--- config.mk ---
export PLATFORM = sky130hd
export DESIGN_NAME = spi_param_bank
export DESIGN_NICKNAME = d
export VERILOG_FILES = /design/src/rtl/spi_param_bank.sv
export SDC_FILE = /design/constraint.sdc
export NUM_CORES = 1
export LEC_CHECK = 0
export CAP_MARGIN = 20
export CORE_MARGIN = 8
export CORE_UTILIZATION = 55
export DETAILED_ROUTE_END_ITERATION = 12
export PLACE_DENSITY = 0.81
export RECOVER_POWER = 50
export SKIP_LAST_GASP = 1
export SLEW_MARGIN = 10
export SYNTH_ARGS = -nofsm -noshare
export SYNTH_HDL_FRONTEND = slang
export SYNTH_SLANG_ARGS = --single-unit
--- constraint.sdc ---
create_clock -name clk -period 2.9 [get_ports clk]
set_input_delay 0.29 -clock clk [delete_from_list [all_inputs] [get_ports clk]]
set_output_delay 0.29 -clock clk [all_outputs]
set_load 0.03 [all_outputs]
--- src/rtl/spi_param_bank.sv ---
`default_nettype none
// ============================================================================
// Module   : spi_param_bank
// Brief    : SPI-loaded bank of parameter words with shadow buffering and an
//            atomic live update at the end of each writing frame.
// Revision : 1.0
// ============================================================================
module spi_param_bank #(
    parameter int                DATA_W    = 8,
    parameter int                NUM_CH    = 4,
    parameter logic [DATA_W-1:0] RESET_VAL = '0
) (
    input  logic                       clk,
    input  logic                       rst,
    input  logic                       spi_done,
    input  logic [7:0]                 spi_dout,
    input  logic                       spi_cs_n,
    output logic [NUM_CH*DATA_W-1:0]   params,
    output logic                       cfg_valid,
    output logic                       busy,
    output logic                       err
);

    localparam int                 C_BYTES     = DATA_W / 8;
    localparam int                 C_PTR_W     = (NUM_CH > 1) ? $clog2(NUM_CH) : 1;
    localparam logic [1:0]         C_LAST_BYTE = 2'(C_BYTES - 1);
    localparam logic [C_PTR_W-1:0] C_LAST_PTR  = C_PTR_W'(NUM_CH - 1);

    localparam logic [1:0] C_IDLE   = 2'd0;
    localparam logic [1:0] C_HEADER = 2'd1;
    localparam logic [1:0] C_DATA   = 2'd2;
    localparam logic [1:0] C_IGNORE = 2'd3;

    logic [1:0]         r_state;
    logic [1:0]         w_state_nxt;
    logic               r_cs_q;
    logic               r_armed;
    logic               r_mode;
    logic               r_written;
    logic               r_cfg_valid;
    logic               r_err;
    logic [C_PTR_W-1:0] r_ptr;
    logic [1:0]         r_cnt;
    logic [DATA_W-1:0]  r_acc;
    logic [DATA_W-1:0]  r_shadow [NUM_CH];
    logic [DATA_W-1:0]  r_live   [NUM_CH];

    logic               w_frame_start;
    logic               w_frame_end;
    logic               w_accept;
    logic               w_addr_ok;
    logic               w_word_done;
    logic [DATA_W-1:0]  w_word;

    // r_armed blocks a false frame start when reset releases with cs_n already low
    assign w_frame_start = ~spi_cs_n & r_cs_q & r_armed;
    assign w_frame_end   = spi_cs_n & ~r_cs_q;
    assign w_accept      = spi_done & ~spi_cs_n;
    assign w_addr_ok     = ({1'b0, spi_dout[6:0]} < 8'(NUM_CH));
    assign w_word        = (r_acc << 8) | DATA_W'(spi_dout);
    assign w_word_done   = (r_state == C_DATA) & w_accept & (r_cnt == C_LAST_BYTE);

    always_ff @(posedge clk or negedge rst) begin
        if (!rst) begin
            r_state <= C_IDLE;
        end else begin
            r_state <= w_state_nxt;
        end
    end

    always_comb begin
        w_state_nxt = r_state;
        if (w_frame_end) begin
            w_state_nxt = C_IDLE;
        end else begin
            case (r_state)
                C_IDLE:   if (w_frame_start) w_state_nxt = C_HEADER;
                C_HEADER: if (w_accept) w_state_nxt = w_addr_ok ? C_DATA : C_IGNORE;
                C_DATA:   if (w_word_done && !r_mode) w_state_nxt = C_IGNORE;
                default:  w_state_nxt = r_state;
            endcase
        end
    end

    always_comb begin
        busy      = (r_state != C_IDLE);
        cfg_valid = r_cfg_valid;
        err       = r_err;
    end

    always_ff @(posedge clk or negedge rst) begin
        if (!rst) begin
            r_cs_q      <= 1'b1;
            r_armed     <= 1'b0;
            r_mode      <= 1'b0;
            r_written   <= 1'b0;
            r_cfg_valid <= 1'b0;
            r_err       <= 1'b0;
            r_ptr       <= '0;
            r_cnt       <= '0;
            r_acc       <= '0;
            for (int k = 0; k < NUM_CH; k++) begin
                r_shadow[k] <= RESET_VAL;
                r_live[k]   <= RESET_VAL;
            end
        end else begin
            r_cs_q      <= spi_cs_n;
            r_armed     <= r_armed | spi_cs_n;
            r_cfg_valid <= w_frame_end & r_written;

            if (w_frame_start) begin
                r_err <= 1'b0;
            end

            // Shadow already holds every word, written or not, so a full copy is atomic
            if (w_frame_end) begin
                if (r_written) begin
                    for (int k = 0; k < NUM_CH; k++) begin
                        r_live[k] <= r_shadow[k];
                    end
                end
                r_written <= 1'b0;
                r_cnt     <= '0;
            end

            if ((r_state == C_HEADER) && w_accept) begin
                if (w_addr_ok) begin
                    r_ptr  <= spi_dout[C_PTR_W-1:0];
                    r_mode <= spi_dout[7];
                    r_cnt  <= '0;
                    r_acc  <= '0;
                end else begin
                    r_err  <= 1'b1;
                end
            end

            if ((r_state == C_DATA) && w_accept) begin
                if (r_cnt == C_LAST_BYTE) begin
                    r_shadow[r_ptr] <= w_word;
                    r_written       <= 1'b1;
                    r_cnt           <= '0;
                    r_acc           <= '0;
                    r_ptr           <= (r_ptr == C_LAST_PTR) ? '0 : r_ptr + 1'b1;
                end else begin
                    r_acc <= w_word;
                    r_cnt <= r_cnt + 2'd1;
                end
            end
        end
    end

    generate
        for (genvar k = 0; k < NUM_CH; k++) begin : g_params
            assign params[k*DATA_W +: DATA_W] = r_live[k];
        end
    endgenerate

endmodule
`default_nettype wire

Yosys cells after proc, flatten, opt, wreduce, memory -nomap -nowiden
Cells that the tools add are included.
- register bits: 76
- input port bits: 12
- output and inout port bits: 35
- logic and storage cells: 77
- add/subtract/negate cells: 2
- $lt $le $gt $ge: 3
- equality and inequality tests: 6
- muxes and demuxes: 25
- bitwise gates (word level): 11
- reductions and logical operators: 13
- operators by type and width (cell ; number):
    32-bit bitwise mux ; 1
    2-bit 2-to-1 mux ; 14
    8-bit demux with 2-bit select ; 1
    8-bit 2-to-1 mux ; 1
    1-bit AND ; 7
    7-bit by 3-bit < comparator with 1-bit output, second input constant ; 1
    1-bit 2-to-1 mux ; 7
    3-bit != test, second input constant ; 2
    2-bit case mux with 3 select lines ; 1
    2-bit AND reduction ; 3
    2-bit by 1-bit adder with 2-bit output, second input constant ; 2
    2-bit equality test, second input constant ; 2
    1-bit logical AND ; 4
    2-bit logical NOT ; 2
    4-bit AND reduction ; 1
    4-bit nonzero test ; 1
    3-bit >= comparator, second input constant ; 1
    3-bit by 1-bit < comparator with 1-bit output, second input constant ; 1
    3-bit by 2-bit != test with 1-bit output, second input constant ; 1
    2-bit inverter with 3-bit output ; 1
    2-bit by 1-bit equality test with 1-bit output, second input constant ; 1
    1-bit inverter ; 2
    2-bit nonzero test ; 1
    1-bit logical NOT ; 1
    1-bit bitwise OR ; 1

Logic depth before layout (Yosys ltp)
Gate-level depths: netlist (run 1).
- depth in word-level cells: 8
- gate-level depth with buffers: 6
- depth with buffers taken out: 6

Least setup slack after synthesis (run 1)
No wires, ideal clock.
- kind: reg2reg
- from: register r_state[0]
- to: register r_shadow[0] in the netlist's numbering
- arrival: 1443 ps
- required time: 2775 ps
- setup slack: 1332 ps
- stages on the path, launching flop included: 7
- path buffers: 1
- period minus slack after synthesis: 1568 ps
- path through: dfrtp_1 inv_1 ha_1 and3_4 buf_12 nand2_8 mux2_4
- word-level cells in the longest chain between the ends: 3
- RTL lines (item ; RTL line ; text):
    start, declared ; 34 ; logic [1:0] r_state;
    start signal, assigned ; 67 ; r_state <= w_state_nxt;
    2-bit equality test ; 137 ; if ((r_state == C_DATA) && w_accept) begin
    1-bit logical AND ; 137 ;
    2-bit AND reduction (no source line) ; -- ;
    end signal, assigned by index ; 139 ; r_shadow[r_ptr] <= w_word;
    end, declared ; 45 ; logic [DATA_W-1:0] r_shadow [NUM_CH];
Every way passes these cells.
A chain may end at the register's enable or synchronous reset.

Final worst setup path (run 1)
- from: input spi_cs_n
- to: register r_live, in the netlist params[10]
- word-level cells in the longest chain between the ends: 2
- RTL lines (item ; RTL line ; text):
    start, declared ; 17 ; input logic spi_cs_n,
    1-bit AND ; 57 ; assign w_frame_end = spi_cs_n & ~r_cs_q;
    2-bit AND reduction (no source line) ; -- ;
    end signal, assigned by index ; 119 ; r_live[k] <= r_shadow[k];
    end, declared ; 46 ; logic [DATA_W-1:0] r_live [NUM_CH];
Every way passes these cells.

==> impl_results.md, run 1 <==
* Post-Syn Instances at 207
* Clock period minus worst slack at 2100 ps
* Via count at 1793
* Worst setup EP type: register
* Multi-input gate area at 1300 um^2
* Core Box Area at 5820 um^2
* Dpl cells at 326
* Max-slew violation count at 37
* Total CTS buffers at 9
* Startpoint Class: input pin
* Uppermost layer routed: met4
* Data arrival, critical path at 2330 ps
* Synth top area share at 57.5%
* WL per Instance at 16.9 um
* Die H at 93.1 um
* Clock-pin slew on the worst setup and hold paths at 80 ps
* Hold Crit Start: r_armed$_DFF_PN0_
* Total Routing Usage GR at 14.7%
* Total Power at 3.65 mW
* First-pass GRT wire length at 9820 um
* Hold Buf Count CTS at 0
* Largest net degree at the start of global routing at 41
* Worst hold path depth at 1
* Final hold violation count at 0
* CTS tree: done
* Met3 wire len at 336 um
* Warnings from Yosys at 0
* Critical path cell sequence: dlygate4sd3_1 > and2b_2 > nand2_2 > clkbuf_2 > mux2_2
* Share of post-route cells with drive strength above 1 at 35.2%
* Finish-stage setup viols at 0
* Die X at 93.1 um
* Starting Density at 56.2%
* Routed WL at 5790 um
* Post-layout util at 68.5%
* Post-route insts no fill at 342
* Sequential fraction of the synthesis area at 58.3%
* Fin crit share at 72.4%
* DRC at 0
* Seq. cell area at 1900 um^2
* PnR worst setup slack at 801 ps
* Row count at 28
* DR WL met2 at 2800 um
* Syn Area/Cell at 15.8 um^2
* Worst Clk Skew at 12.4 ps
* DR pass1 iterations at 4
* Slowest-stage cell, CP: clkbuf_2
* Routed met1 length at 2540 um
* Total congestion overflow at 0
* Worst skew pair latency at 350 ps
* Initial antenna violation count at 0
* Number of global-route vias before repair at 1988
* Antenna cells at 0
* Max-slew headroom at -29.6%
* Clock sink total at 76
* Initial drt markers at 51
* Yosys top cell by area: dfrtp_1
* Nets@finish at 283
* Worst slew pin tran at 1940 ps
* FF-to-FF End: params[10]$_DFFE_PN0P_
* Clock Path Buffers at 2
* Layout fillers at 414
* Worst EP required at 3130 ps
* RSZ-0062 raised after global routing: no
* Status: complete, but fails checks
* Die area at 8660 um^2
* Failing checks: max-capacitance violations, max-slew violations
* Reg-to-Reg Start: r_cs_q$_DFF_PN1_
* Hpwl dp at 4140 um
* Seq cells post-synth at 76
* Peak VDD IR at 0.000560 V
* Post-route ant nets at 0
* Fmax at 476 MHz
* Synth top area cells: dfrtp_1 (57%), mux2_4 (15%), mux2_2 (12%)
* P&R area growth vs syn at 22.1%
* Endpoint, Worst Hold: r_armed$_DFF_PN0_
* Via density per instance at 5.24
* CP Max Fanout at 33
* Worst reg-to-reg path cell count at 4
* Most frequent cells in the layout: dfrtp_1 (75), clkdlybuf4s50_1 (35), mux2_2 (34)
* Post-cts resize count at 0
* PortBufs at 46
* Netlist Area Pre-Place at 3270 um^2
* Setup Buffers After CTS at 0
* Critical path's largest stage delay at 660 ps
* Critical path type: input pin to register
* R2r setup slk at 870 ps
* Hold Path Class: register to register
* P per Cell Area at 916 nW/um^2
* Netlist cell types at 28
* Pre-CTS setup slack at 831 ps
* Max cap viols at 1
* Synthesized Nets at 228
* Leak at 2.00 nW
* Ports at 47
* Top delay family on crit path: buffers and inverters
* Leading cell type in the layout, fill and taps excluded: dfrtp_1
* Setup TNS at 0 ps
* GP Congestion at 0.781
* WP buf/inv at 2
* CTS root buffer: clkbuf_8
* # H-tree levels at 3
==> how the worst max path moves through the flow <==
| stage | to | cells past startpoint | startpoint | slack (ps) |
|---|---|---|---|---|
| 6_report | params[10]$_DFFE_PN0P_ | 5 | spi_cs_n | 800 |
| 4_1_cts | busy | 4 | r_state[0]$_DFFE_PN0P_ | 840 |
| 3_5_place_dp | params[28]$_DFFE_PN0P_ | 5 | spi_cs_n | 830 |
| 3_3_place_gp | params[14]$_DFFE_PN0P_ | 5 | spi_cs_n | 880 |
| 2_1_floorplan | r_shadow[0]$_DFFE_PN0P_ | 6 | r_state[0]$_DFFE_PN0P_ | 1330 |
| 5_1_grt | params[2]$_DFFE_PN0P_ | 5 | spi_cs_n | 680 |
==> cells by family after synthesis <==
| logic type | share of synthesized area (%) |
|---|---|
| DFF | 58.3 |
| muxes | 27.4 |
| and+or+nand+nor | 7.43 |
| buffers and inverters | 1.99 |
| adders and majority gates | 3.45 |
| AOI/OAI and AO/OA | 1.49 |
==> synthesized netlist by cell type <==
cell,number
a21oi_1,1
a221oi_1,1
a32o_1,1
and2b_2,1
and3_4,1
buf_12,1
buf_2,3
dfrtp_1,75
dfstp_2,1
ha_1,9
inv_1,8
mux2_2,34
mux2_4,32
mux2i_1,3
nand2_1,10
nand2_2,1
nand2_8,4
nand2b_1,3
nand3_1,3
nand3b_1,1
nand4_1,1
nor2_1,2
nor2b_4,1
nor3_1,2
o21ai_0,5
or2_2,1
or2b_1,1
or3_1,1
==> metal layers <==
| layer | vias up | global-route usage, % |
|---|---|---|
| li1 | 830 | - |
| met4 | 0 | 7.25 |
| met3 | 9 | 4.49 |
| met1 | 912 | 17.4 |
| met2 | 42 | 23.9 |
| met5 | - | 0 |
==> layout make-up <==
cell class                      instances  area share (%)
Tap cell                               75            2.35
Timing Repair Buffer                   48            12.0
Multi-Input combinational cell        119            32.5
Clock inverter                          7            1.48
Clock buffer                            9            3.11
Sequential cell                        76            47.7
Inverter                                8           0.753
==> report_power, final <==
part	internal (mW)	switching, mW
Clock	0.322	0.407
Combinational	0.695	0.638
Sequential	1.40	0.193
Total	2.41	1.24
==> metrics by stage <==
step | hold WS (ps) | cell area (um^2)
floorplan | -5.59 | 3270
global placement | 423 | 3810
detailed placement | 427 | 3810
CTS | 47.5 | 3990
global route | 498 | 3990
finish | 473 | 3990
==> registers in the layout, indices dropped and copies added (netlist names) <==
name       count
params        32
r_shadow      32
r_cnt          2
r_ptr          2
r_state        2
cfg_valid      1
err            1
r_armed        1
r_cs_q         1
r_mode         1
r_written      1
==> worst register-to-register path: stages, from the launching register on <==
cell and delay, ps:
dfstp_2 540, and2b_2 220, nand2_2 60, clkbuf_2 660, mux2_2 440
No activity file was read; power rests on OpenSTA's default activity.
==> run 2: changes to the inputs <==
--- a/config.mk
+++ b/config.mk
@@ -7,9 +7,9 @@
 export LEC_CHECK = 0
 export CAP_MARGIN = 20
 export CORE_MARGIN = 8
-export CORE_UTILIZATION = 55
+export CORE_UTILIZATION = 54
 export DETAILED_ROUTE_END_ITERATION = 12
-export PLACE_DENSITY = 0.81
+export PLACE_DENSITY = 0.79
 export RECOVER_POWER = 50
 export SKIP_LAST_GASP = 1
 export SLEW_MARGIN = 10
==> constraint.sdc (replaced) <==
create_clock -name clk -period 1.95 [get_ports clk]
set_input_delay 0.195 -clock clk [delete_from_list [all_inputs] [get_ports clk]]
set_output_delay 0.195 -clock clk [all_outputs]
set_load 0.03 [all_outputs]
==> run 2 against run 1 <==
- the run now ends clean
- clock power is 87% higher
- count of clock-buffer cells in the layout increased by 1
- first-iteration DRC count decreased by 16%
- utilization grew 1.3 points
- largest power group unchanged
==> impl_results.md, run 2 (synthesized netlist as in run 1, its figures left out) <==
* P per Cell Area at 1400 nW/um^2 (+53%)
* Initial antenna violation count at 0 (unchanged)
* Clock period minus worst slack at 1640 ps
* Starting Density at 55.5% (-0.67 points)
* Leading cell type in the layout, fill and taps excluded: dfrtp_1
* Worst skew pair latency at 350 ps (about the same)
* Row count at 28 (unchanged)
* Slowest-stage cell, CP: dlygate4sd3_1
* Via count at 1817 (+1.3%)
* Post-route ant nets at 0 (unchanged)
* Most frequent cells in the layout: dfrtp_1 (75), clkdlybuf4s50_1 (42), mux2_2 (34)
* Hold Path Class: register to register
* Final hold violation count at 0 (unchanged)
* Die area at 8790 um^2 (+1.5%)
* GP Congestion at 0.843 (+7.8%)
* Share of post-route cells with drive strength above 1 at 35.6% (+0.43 points)
* Setup TNS at 0 ps (unchanged)
* Total CTS buffers at 9 (unchanged)
* Worst Clk Skew at 11.1 ps (-1.30 ps)
* Fmax at 608 MHz
* Layout fillers at 425 (+2.7%)
* Antenna cells at 0 (unchanged)
* Nets@finish at 291 (+2.8%)
* Post-route insts no fill at 350 (+2.3%)
* Data arrival, critical path at 1880 ps (-450 ps)
* Critical path type: input pin to register
* Max-slew violation count at 0 (-100%)
* Dpl cells at 333 (+2.1%)
* Fin crit share at 84.3%
* Max-slew headroom at 31.0% (+61 points)
* Total Routing Usage GR at 15.0% (+0.29 points)
* Critical path cell sequence: dlygate4sd3_1 > nor2b_4 > and3_4 > nand2_8 > mux2_4
* Setup Buffers After CTS at 0 (unchanged)
* PortBufs at 46 (unchanged)
* DR pass1 iterations at 4 (unchanged)
* Core Box Area at 5890 um^2 (+1.2%)
* # H-tree levels at 3 (unchanged)
* Initial drt markers at 43 (-16%)
* CP Max Fanout at 8 (-76%)
* Clock-pin slew on the worst setup and hold paths at 80 ps (about the same)
* Ports at 47 (unchanged)
* Startpoint Class: input pin
* Max cap viols at 0 (-1)
* First-pass GRT wire length at 10100 um (+3.2%)
* RSZ-0062 raised after global routing: no
* Via density per instance at 5.19 (-0.98%)
* Worst setup EP type: register
* Total congestion overflow at 0 (unchanged)
* Worst EP required at 2180 ps (-950 ps)
* Die H at 93.8 um (+0.76%)
* Status: finished clean
* P&R area growth vs syn at 25.8%
* CTS tree: done
* Finish-stage setup viols at 0 (unchanged)
* Clock sink total at 76 (unchanged)
* Peak VDD IR at 0.000782 V (+39%)
* Largest net degree at the start of global routing at 41 (unchanged)
* Die X at 93.8 um (+0.76%)
* Clock Path Buffers at 2 (unchanged)
* Critical path's largest stage delay at 630 ps (-30 ps)
* Hpwl dp at 4170 um (+0.86%)
* Worst slew pin tran at 1040 ps (-909 ps)
* DRC at 0 (unchanged)
* CTS root buffer: clkbuf_8
* Routed WL at 5910 um (+2.1%)
* Leak at 2.06 nW (+3.1%)
* Number of global-route vias before repair at 1985 (-0.15%)
* WL per Instance at 16.9 um (-0.28%)
[run 2: through the flow]
stage	total power, mW	hold slack [ps]	util [%]	cell area, um^2	setup WS [ps]
5_1_grt	6.07	512	69.8	4110	128
3_3_place_gp	4.38	204	65.8	3870	83.6
2_1_floorplan	3.71	-101	-	3270	382
6_report	5.75	473	69.8	4110	306
3_5_place_dp	4.44	215	65.8	3870	34.0
4_1_cts	5.83	373	69.9	4120	2.82
[run 2: metal layers]
metal | vias up | wire [um] | global-route usage (%) | share of wire [%]
met4 | 0 | 122 | 6.61 | 2.1
met3 | 12 | 394 | 5.36 | 6.7
met2 | 49 | 2600 | 22.3 | 44
met5 | - | 0 | 0 | 0
li1 | 855 | - | - | -
met1 | 901 | 2790 | 19.3 | 47
[run 2: path summary, 6_finish.rpt]
path / start / to / slack, ps / cells past startpoint
hold reg to reg: r_armed$_DFF_PN0_ / r_armed$_DFF_PN0_ / 470 / 1
min in group asynchronous: rst / params[5]$_DFFE_PN0P_ / 560 / 2
setup / recovery: spi_cs_n / r_shadow[17]$_DFFE_PN0P_ / 310 / 5
setup reg to reg: r_cnt[0]$_DFF_PN0_ / r_shadow[17]$_DFFE_PN0P_ / 320 / 5
hold / removal: r_armed$_DFF_PN0_ / r_armed$_DFF_PN0_ / 470 / 1
max in group asynchronous: rst / params[2]$_DFFE_PN0P_ / 650 / 3
[run 2: critical path: cells and delay by family]
kind / cells / cell delay (ps)
simple gates: 3 / 730
mux: 1 / 310
buf+inv: 1 / 630
[run 2: area by class of cell]
cell class | count | area (um^2) | share of cell area (%)
clock inverter | 6 | 93.8 | 2.28
inverter | 8 | 30.0 | 0.731
clock buffer | 10 | 138 | 3.35
sequential | 76 | 1900 | 46.3
tap | 75 | 93.8 | 2.28
timing repair buffer | 56 | 557 | 13.6
multi-input combinational | 119 | 1290 | 31.5
[run 2: where the power goes]
part	leakage, nW	total [mW]	internal, mW	switching [mW]
clock network	0.113	1.36	0.767	0.598
logic	0.938	2.01	1.07	0.941
registers	1.01	2.37	2.08	0.295
total	2.06	5.75	3.91	1.83
[run 2: timing repair]
action,in CTS,in global routing
gates resized for setup,0,1
endpoints found under the hold margin,38,0
setup endpoints to repair,0,1
hold buffers,1,0
